$ cat src/rtl/apb_mem_slave_p.sv
// APB memory slave: DEPTH words of DATA_W bits, byte-lane strobes, programmable wait states,
// registered read data/ready/error outputs, PSLVERR on word index >= DEPTH.
module apb_mem_slave_p #(
  parameter int unsigned DATA_W      = 32,
  parameter int unsigned ADDR_W      = 8,
  parameter int unsigned DEPTH       = 64,
  parameter int unsigned WAIT_STATES = 0
) (
  input  logic                  PCLK,
  input  logic                  PRESETn,
  input  logic                  PSEL,
  input  logic                  PENABLE,
  input  logic                  PWRITE,
  input  logic [ADDR_W-1:0]     PADDR,
  input  logic [DATA_W-1:0]     PWDATA,
  input  logic [DATA_W/8-1:0]   PSTRB,
  output logic [DATA_W-1:0]     PRDATA,
  output logic                  PREADY,
  output logic                  PSLVERR
);

  localparam int unsigned StrbW    = DATA_W / 8;
  localparam int unsigned IdxW     = (DEPTH > 1) ? $clog2(DEPTH) : 1;
  localparam logic [ADDR_W:0] DepthLim = (ADDR_W + 1)'(DEPTH);
  localparam logic [3:0]  WaitInit = 4'(WAIT_STATES);

  typedef enum logic [1:0] {StIdle, StWait, StDone} state_e;

  state_e              state_q, state_d;
  logic [3:0]          cnt_q, cnt_d;
  logic [ADDR_W-1:0]   addr_q, addr_d;
  logic                write_q, write_d;
  logic [DATA_W-1:0]   wdata_q, wdata_d;
  logic [StrbW-1:0]    strb_q, strb_d;
  logic                err_q, err_d;
  logic                pready_q, pready_d;
  logic                pslverr_q, pslverr_d;
  logic [DATA_W-1:0]   prdata_q, prdata_d;

  logic [DATA_W-1:0]   mem_q [DEPTH];
  logic                mem_we;
  logic [DATA_W-1:0]   mem_wdata;
  logic [DATA_W-1:0]   rd_word;
  logic [ADDR_W-1:0]   rd_addr;
  logic [IdxW-1:0]     rd_idx, wr_idx;
  logic                setup, new_err;
  logic                enter_done, enter_write, enter_err;

  always_comb begin
    setup   = PSEL && !PENABLE;
    new_err = {1'b0, PADDR} >= DepthLim;
    // A zero-wait transfer enters DONE on the setup edge, before addr_q/write_q/err_q hold it.
    rd_addr     = (state_q == StIdle) ? PADDR : addr_q;
    enter_write = (state_q == StIdle) ? PWRITE : write_q;
    enter_err   = (state_q == StIdle) ? new_err : err_q;
    rd_idx      = rd_addr[IdxW-1:0];
    rd_word     = mem_q[rd_idx];
    wr_idx      = addr_q[IdxW-1:0];
    mem_wdata   = mem_q[wr_idx];
    for (int i = 0; i < int'(StrbW); i++) begin
      if (strb_q[i]) mem_wdata[8*i +: 8] = wdata_q[8*i +: 8];
    end
  end

  always_comb begin
    state_d    = state_q;
    cnt_d      = cnt_q;
    addr_d     = addr_q;
    write_d    = write_q;
    wdata_d    = wdata_q;
    strb_d     = strb_q;
    err_d      = err_q;
    pready_d   = pready_q;
    pslverr_d  = pslverr_q;
    prdata_d   = prdata_q;
    mem_we     = 1'b0;
    enter_done = 1'b0;

    case (state_q)
      StIdle: begin
        if (setup) begin
          addr_d  = PADDR;
          write_d = PWRITE;
          wdata_d = PWDATA;
          strb_d  = PSTRB;
          err_d   = new_err;
          if (WAIT_STATES == 0) begin
            enter_done = 1'b1;
          end else begin
            cnt_d   = WaitInit;
            state_d = StWait;
          end
        end
      end
      StWait: begin
        if (!PSEL) begin
          state_d = StIdle;
          cnt_d   = '0;
        end else if (cnt_q <= 4'd1) begin
          enter_done = 1'b1;
        end else begin
          cnt_d = cnt_q - 4'd1;
        end
      end
      StDone: begin
        if (!PSEL || PENABLE) begin
          mem_we    = PSEL && write_q && !err_q;
          state_d   = StIdle;
          pready_d  = 1'b0;
          pslverr_d = 1'b0;
          prdata_d  = '0;
        end
      end
      default: state_d = StIdle;
    endcase

    if (enter_done) begin
      state_d   = StDone;
      cnt_d     = '0;
      pready_d  = 1'b1;
      pslverr_d = enter_err;
      prdata_d  = (enter_write || enter_err) ? '0 : rd_word;
    end
  end

  always_ff @(posedge PCLK or negedge PRESETn) begin
    if (!PRESETn) begin
      state_q   <= StIdle;
      cnt_q     <= '0;
      addr_q    <= '0;
      write_q   <= 1'b0;
      wdata_q   <= '0;
      strb_q    <= '0;
      err_q     <= 1'b0;
      pready_q  <= 1'b0;
      pslverr_q <= 1'b0;
      prdata_q  <= '0;
    end else begin
      state_q   <= state_d;
      cnt_q     <= cnt_d;
      addr_q    <= addr_d;
      write_q   <= write_d;
      wdata_q   <= wdata_d;
      strb_q    <= strb_d;
      err_q     <= err_d;
      pready_q  <= pready_d;
      pslverr_q <= pslverr_d;
      prdata_q  <= prdata_d;
    end
  end

  // Storage is deliberately not reset; mem_we is already gated by the reset-cleared FSM.
  always_ff @(posedge PCLK) begin
    if (mem_we) mem_q[wr_idx] <= mem_wdata;
  end

  assign PRDATA  = prdata_q;
  assign PREADY  = pready_q;
  assign PSLVERR = pslverr_q;

endmodule
$ cat config.mk
export PLATFORM = sky130hd
export DESIGN_NAME = apb_mem_slave_p
export DESIGN_NICKNAME = d
export VERILOG_FILES = /design/src/rtl/apb_mem_slave_p.sv
export SDC_FILE = /design/constraint.sdc
export NUM_CORES = 2
export LEC_CHECK = 0
export ABC_AREA = 1
export BUFFER_PORTS_ARGS = -buffer_cell sky130_fd_sc_hd__buf_2
export CAP_MARGIN = 40
export CORE_UTILIZATION = 44
export CTS_CLUSTER_DIAMETER = 40
export DETAILED_ROUTE_END_ITERATION = 10
export HOLD_SLACK_MARGIN = 0.1
export PLACE_DENSITY = 0.68
export SLEW_MARGIN = 20
export SYNTH_ARGS = -nofsm -noshare
export SYNTH_HDL_FRONTEND = slang
export SYNTH_SLANG_ARGS = --single-unit
export TNS_END_PERCENT = 50
$ cat constraint.sdc
create_clock -name PCLK -period 3.2 [get_ports PCLK]
set_input_delay 0.64 -clock PCLK [delete_from_list [all_inputs] [get_ports PCLK]]
set_output_delay 0.64 -clock PCLK [all_outputs]
set_load 0.02 [all_outputs]
Word level (Yosys, flattened, before mapping). Memories as Yosys holds them, arrays and structs flattened. Cells that the tools add are included.

Bits in registers: 84. Bits in writable memories: 2048. Logic and storage cells: 75. Memories: 1.

Memory list: mem_q (words 64, bits a word 32, rd ports 1, clocked after Yosys merged registers in 0, wr ports 1, line 40) `logic [DATA_W-1:0] mem_q [DEPTH];`.

Add/subtract/negate cells: 1. $lt $le $gt $ge: 2. Equality and inequality tests: 10. Multiplexer cells: 31. Reductions and logical operators: 20.

Operators with widths (count): 32-bit 2-to-1 mux (4); 8-bit 2-to-1 mux (4); 4-bit 2-to-1 mux (4); 2-bit AND reduction (7); 1-bit 2-to-1 mux (13); 3-bit inequality test (second input constant) (3); 8-bit by 7-bit >= comparator with 1-bit output (second input constant) (1); 2-bit 2-to-1 mux (3); 6-bit 2-to-1 mux (1); 2-bit one-hot mux with 3 select lines (1); 2-bit nonzero test (3); 4-bit by 1-bit less-or-equal comparator with 1-bit output (second input constant) (1); 1-bit inequality test (second input constant) (4); 4-bit by 1-bit subtractor with 4-bit output (second input constant) (1); 1-bit logical AND (3); 1-bit zero test (3); 3-bit AND reduction (1); 2-bit by 1-bit equality test with 1-bit output (second input constant) (1); 2-bit equality test (second input constant) (1); 2-bit zero test (1); 1-bit logical OR (2); 2-bit inequality test (second input constant) (1); 1-bit one-hot mux with 2 select lines (1).

Logic depth before layout (Yosys ltp).
Depth in word-level cells: 7. Mapped depth: 15. Mapped depth without buffers: 12.

Worst setup path after synthesis. OpenSTA, ideal clock, no wires.

Kind: register to register. From: register state_q[1]. To: memory mem_q[0][16], enable pin. Setup time: 0.370 ns. Arrival time: 2.005 ns. Data required time: 2.830 ns. Setup slack: 0.825 ns. Stages on the path, launching flop included: 8. Path buffers: 3. Clock period less this slack: 2.375 ns. Path through: dfrtp_1 > buf_4 > buf_6 > nand2_1 > nor4_2 > nand2_1 > clkbuf_1 > nor2_1.

Word-level cells in the longest chain between the ends: 5.

Ends and longest elaborated chain: from (decl) (line 29) `state_e state_q, state_d;`; from (signal assigned) (line 128) `state_q <= StIdle;`; from (signal assigned) (line 139) `state_q <= state_d;`; 2-bit equality test (line 79) `case (state_q)`; 1-bit 2-to-1 mux (line 79); 1-bit 2-to-1 mux (line 154) `if (mem_we) mem_q[wr_idx] <= mem_wdata;`; 1-bit 2-to-1 mux (implied by the code) (line 154); 2-bit AND reduction (no line); to (decl) (line 40).

Every way passes these cells.

Final worst setup path.
From: register state_q[1]. To: register prdata_q[28], in the netlist PRDATA[28].

Word-level cells in the longest chain between the ends: 5. Elaborated cells on any way between the ends: 14.

Ends and longest elaborated chain: 2-bit zero test; 6-bit 2-to-1 mux (tied with other cells) (line 53) `rd_addr = (state_q == StIdle) ? PADDR : addr_q;`; memory 64 x 32 bit / 1-bit logical OR (equally long branches); 32-bit 2-to-1 mux (line 122) `prdata_d = (enter_write || enter_err) ? '0 : rd_word;`; 32-bit 2-to-1 mux (line 117) `if (enter_done) begin`; to (signal assigned) (line 148) `prdata_q <= prdata_d;`; to (decl) (line 38) `logic [DATA_W-1:0] prdata_q, prdata_d;`.

Several ways; a longest one is shown, not always the timed one. A chain may end at the register's enable or synchronous reset.

==> results.cfg <==
[grt]
grt_max_degree = 119
grt_util_all_layers_pct = 25.92
grt_most_used_layer = met2
first_global_vias = 58328
grt_util_met1_pct = 33.79
grt_antenna_before_repair = 12
global_route_wire_length_before_repair_mm = 380.2
globalRouteOverflowTotal = 0
grtUsageMet2_pct = 40.31
groute.layer.met3.usage_pct = 5.689

[floorplan]
pin_count = 83
floorplan.die_area_um2 = 198300
floorplan.initialDensity_pct = 44.35
core-area_um2 = 195000
placement_rows = 162
floorplan.die.width_um = 445.3
vertical_die_dimension_um = 445.3

[finish]
share_of_cells_above_drive_strength_1_pct = 13.36
final.fill_count = 16299
nets = 7729
finish.instance_area_um2 = 101700
layout_common_cells = nand3_1, nand2_1, edfxtp_1, buf_4, nor2_1
area_delta_synth_final_pct = 17.62
most_common_cell_after_layout_fill_and_taps_aside = nand3_1

[pwr]
ir_worst_vdd_uv = 763.1
ratio_of_total_power_to_cell_area_nw_per_um2 = 848.2
clkPwrFrac_pct = 33.0
swShare_pct = 34.55
cell_internal_pwr_w = 0.05647
sequentialPowerShare_pct = 40.1
p_total_w = 0.08627
leakage_nw = 36.49
power_frac_comb_pct = 26.9
netSwitchingPower_w = 0.02981

[placement]
placed_cell_area_um2 = 92660
place_congestion = 0.9011
port_buffers = 82
detailedPlace.worstSlack_ns = 0.2413
hpwlAfterDp_mm = 158.9

[clocking]
clk_path_buf_depth = 3
numClockSinks = 2126
cts_tree = yes
cts.reportedPaths.clkPinSlew_ns = 0.06
cts-root-buf = clkbuf_16
cts_inserted_buffers = 241
cts.repair_timing.setup_buffer_count = 0
worst_skew_pair.late_latency_ns = 0.90
cts_htree_levels = 4

[setup_path]
crit_required_ns = 3.96
crit_fanout = 106
worst_ep_arrival_time_ns = 3.73
worstSetupPathType = flop to flop
worstSetupEndpointType = flop
critical_path.startpoint_type = flop
r2r_cells = 10

[timing]
timing_max_transition_violations_final = 0
finalCriticalPeriod_ns = 2.967
fmax_ghz = 0.3370
worst_slack_ns = 0.2325
slew_headroom_pct = 32.77
hold_violations = 0
finalCritPeriodShare_pct = 92.73
rsz_0062_raised_after_global_routing = false
setup_total_negative_slack_ns = 0
worstMarginPinSlew_ns = 1.006
hold_slack_ns = 0.2004
finalSetupViolCount = 0
worst_clock_skew_ns = 0.02669

[synthesis]
synth.yosys.warnings = 0
synth.ff_latch_count = 2126
synthesized_netlist_cell_count = 7309
seq_area_frac_synth_pct = 73.37
mean_post_synth_cell_area_um2 = 11.83
post_synth_instance_area_um2 = 86480
postSynthNetCount = 7359
synthDistinctLibCells = 23

[drt]
route.detailed.vias_per_inst = 5.775
drt_pre_antenna_iters = 8
drc_errors = 0
routed_wl_mm = 259.6
antenna_left = 0
avgRoutedWirePerCell_um = 24.66
drt_first_iter_violations = 8358
dr_total_vias = 60809

[run_status]
status = finished clean

[worst_hold_path]
hold_path_depth = 5
holdCritPathClass = input port to flop

[run]
max_cap_violations = 0
## per-stage QoR
step	util (%)	std cells
floorplan	-	7309
global placement	47.34	9984
detailed placement	47.52	10006
CTS	52.07	10511
global route	52.15	10520
finish	52.16	10529
## state kept, by name (all words and copies together), names as in the netlist
| register | flops |
|---|---|
| strb_q | 4 |
| write_q | 1 |
| err_q | 1 |
| mem_q | 2048 |
| PSLVERR | 1 |
| PRDATA | 32 |
| state_q | 1 |
| addr_q | 6 |
| wdata_q | 32 |
## cell usage after synthesis, drive strengths merged
cell type	count	area share, %
buf	429	2.6
clkbuf	79	0.34
dfrtp	78	2.3
edfxtp	2048	71
ha	1	0.014
inv	48	0.21
nand2	2088	9.1
nand3	2244	13
nand3b	3	0.026
nor2	258	1.1
nor3	16	0.093
nor3b	1	0.0087
nor4	1	0.014
o21ai	15	0.095
## critical path, stage by stage, from the launching register on
cell	delay [ns]
dfrtp_1	0.53
buf_4	0.27
o21ai_4	0.45
inv_8	0.08
buf_12	0.22
nand3_1	0.27
nand3_1	0.14
nand3_1	0.18
nand3_1	0.17
nand3_1	0.22
nand2_1	0.07
## path summary, 6_finish.rpt
path / to / slack, ns / start
min in group asynchronous: PRDATA[12] / 0.34 / PRESETn
worst min-delay path: PSLVERR / 0.20 / PADDR[7]
worst max-delay path: PRDATA[28] / 0.23 / state_q[1]
worst max register to register: PRDATA[28] / 0.23 / state_q[1]
worst min register to register: write_q / 0.48 / write_q
max in group asynchronous: wdata_q[30] / 2.06 / PRESETn
## kinds of logic after synthesis
logic type	count (synthesis)	synth area share [%]
AOI/OAI and AO/OA	15	0.09549
buffers and inverters	556	3.173
DFF	2126	73.37
adders and majority gates	1	0.01447
and+or+nand+nor	4611	23.35
## layout make-up
class	count	area (um^2)	share of cell area, %
flip-flops and latches	2126	63490	62.42
multi-input cells	4627	20420	20.07
inverters	48	192.7	0.1894
clock inverters	180	2079	2.044
diodes	9	22.52	0.02214
well taps	2624	3283	3.228
clock buffers	280	6341	6.234
repair buffers	635	5886	5.786
## power by group through the flow
stage	Combinational [W]	Sequential (W)	Clock, W
6_report	0.0232	0.0346	0.0285
5_1_grt	0.0248	0.0347	0.0297
4_1_cts	0.0226	0.0347	0.0287
3_5_place_dp	0.0224	0.0353	0
3_3_place_gp	0.0217	0.0355	0
2_1_floorplan	0.0127	0.0355	0
## layer usage
| metal | wire length, um | vias to the layer above |
|---|---|---|
| met5 | 47 | - |
| met4 | 15080 | 6 |
| met3 | 26730 | 621 |
| met2 | 120500 | 3607 |
| met1 | 97270 | 29732 |
| li1 | - | 26843 |
## repair_timing
item,in CTS,in global routing
setup endpoints to repair,0,0
hold buffers,45,0
endpoints found under the hold margin,78,0
resized for setup,0,0
Note: power is estimated with default switching activity, not from simulation.
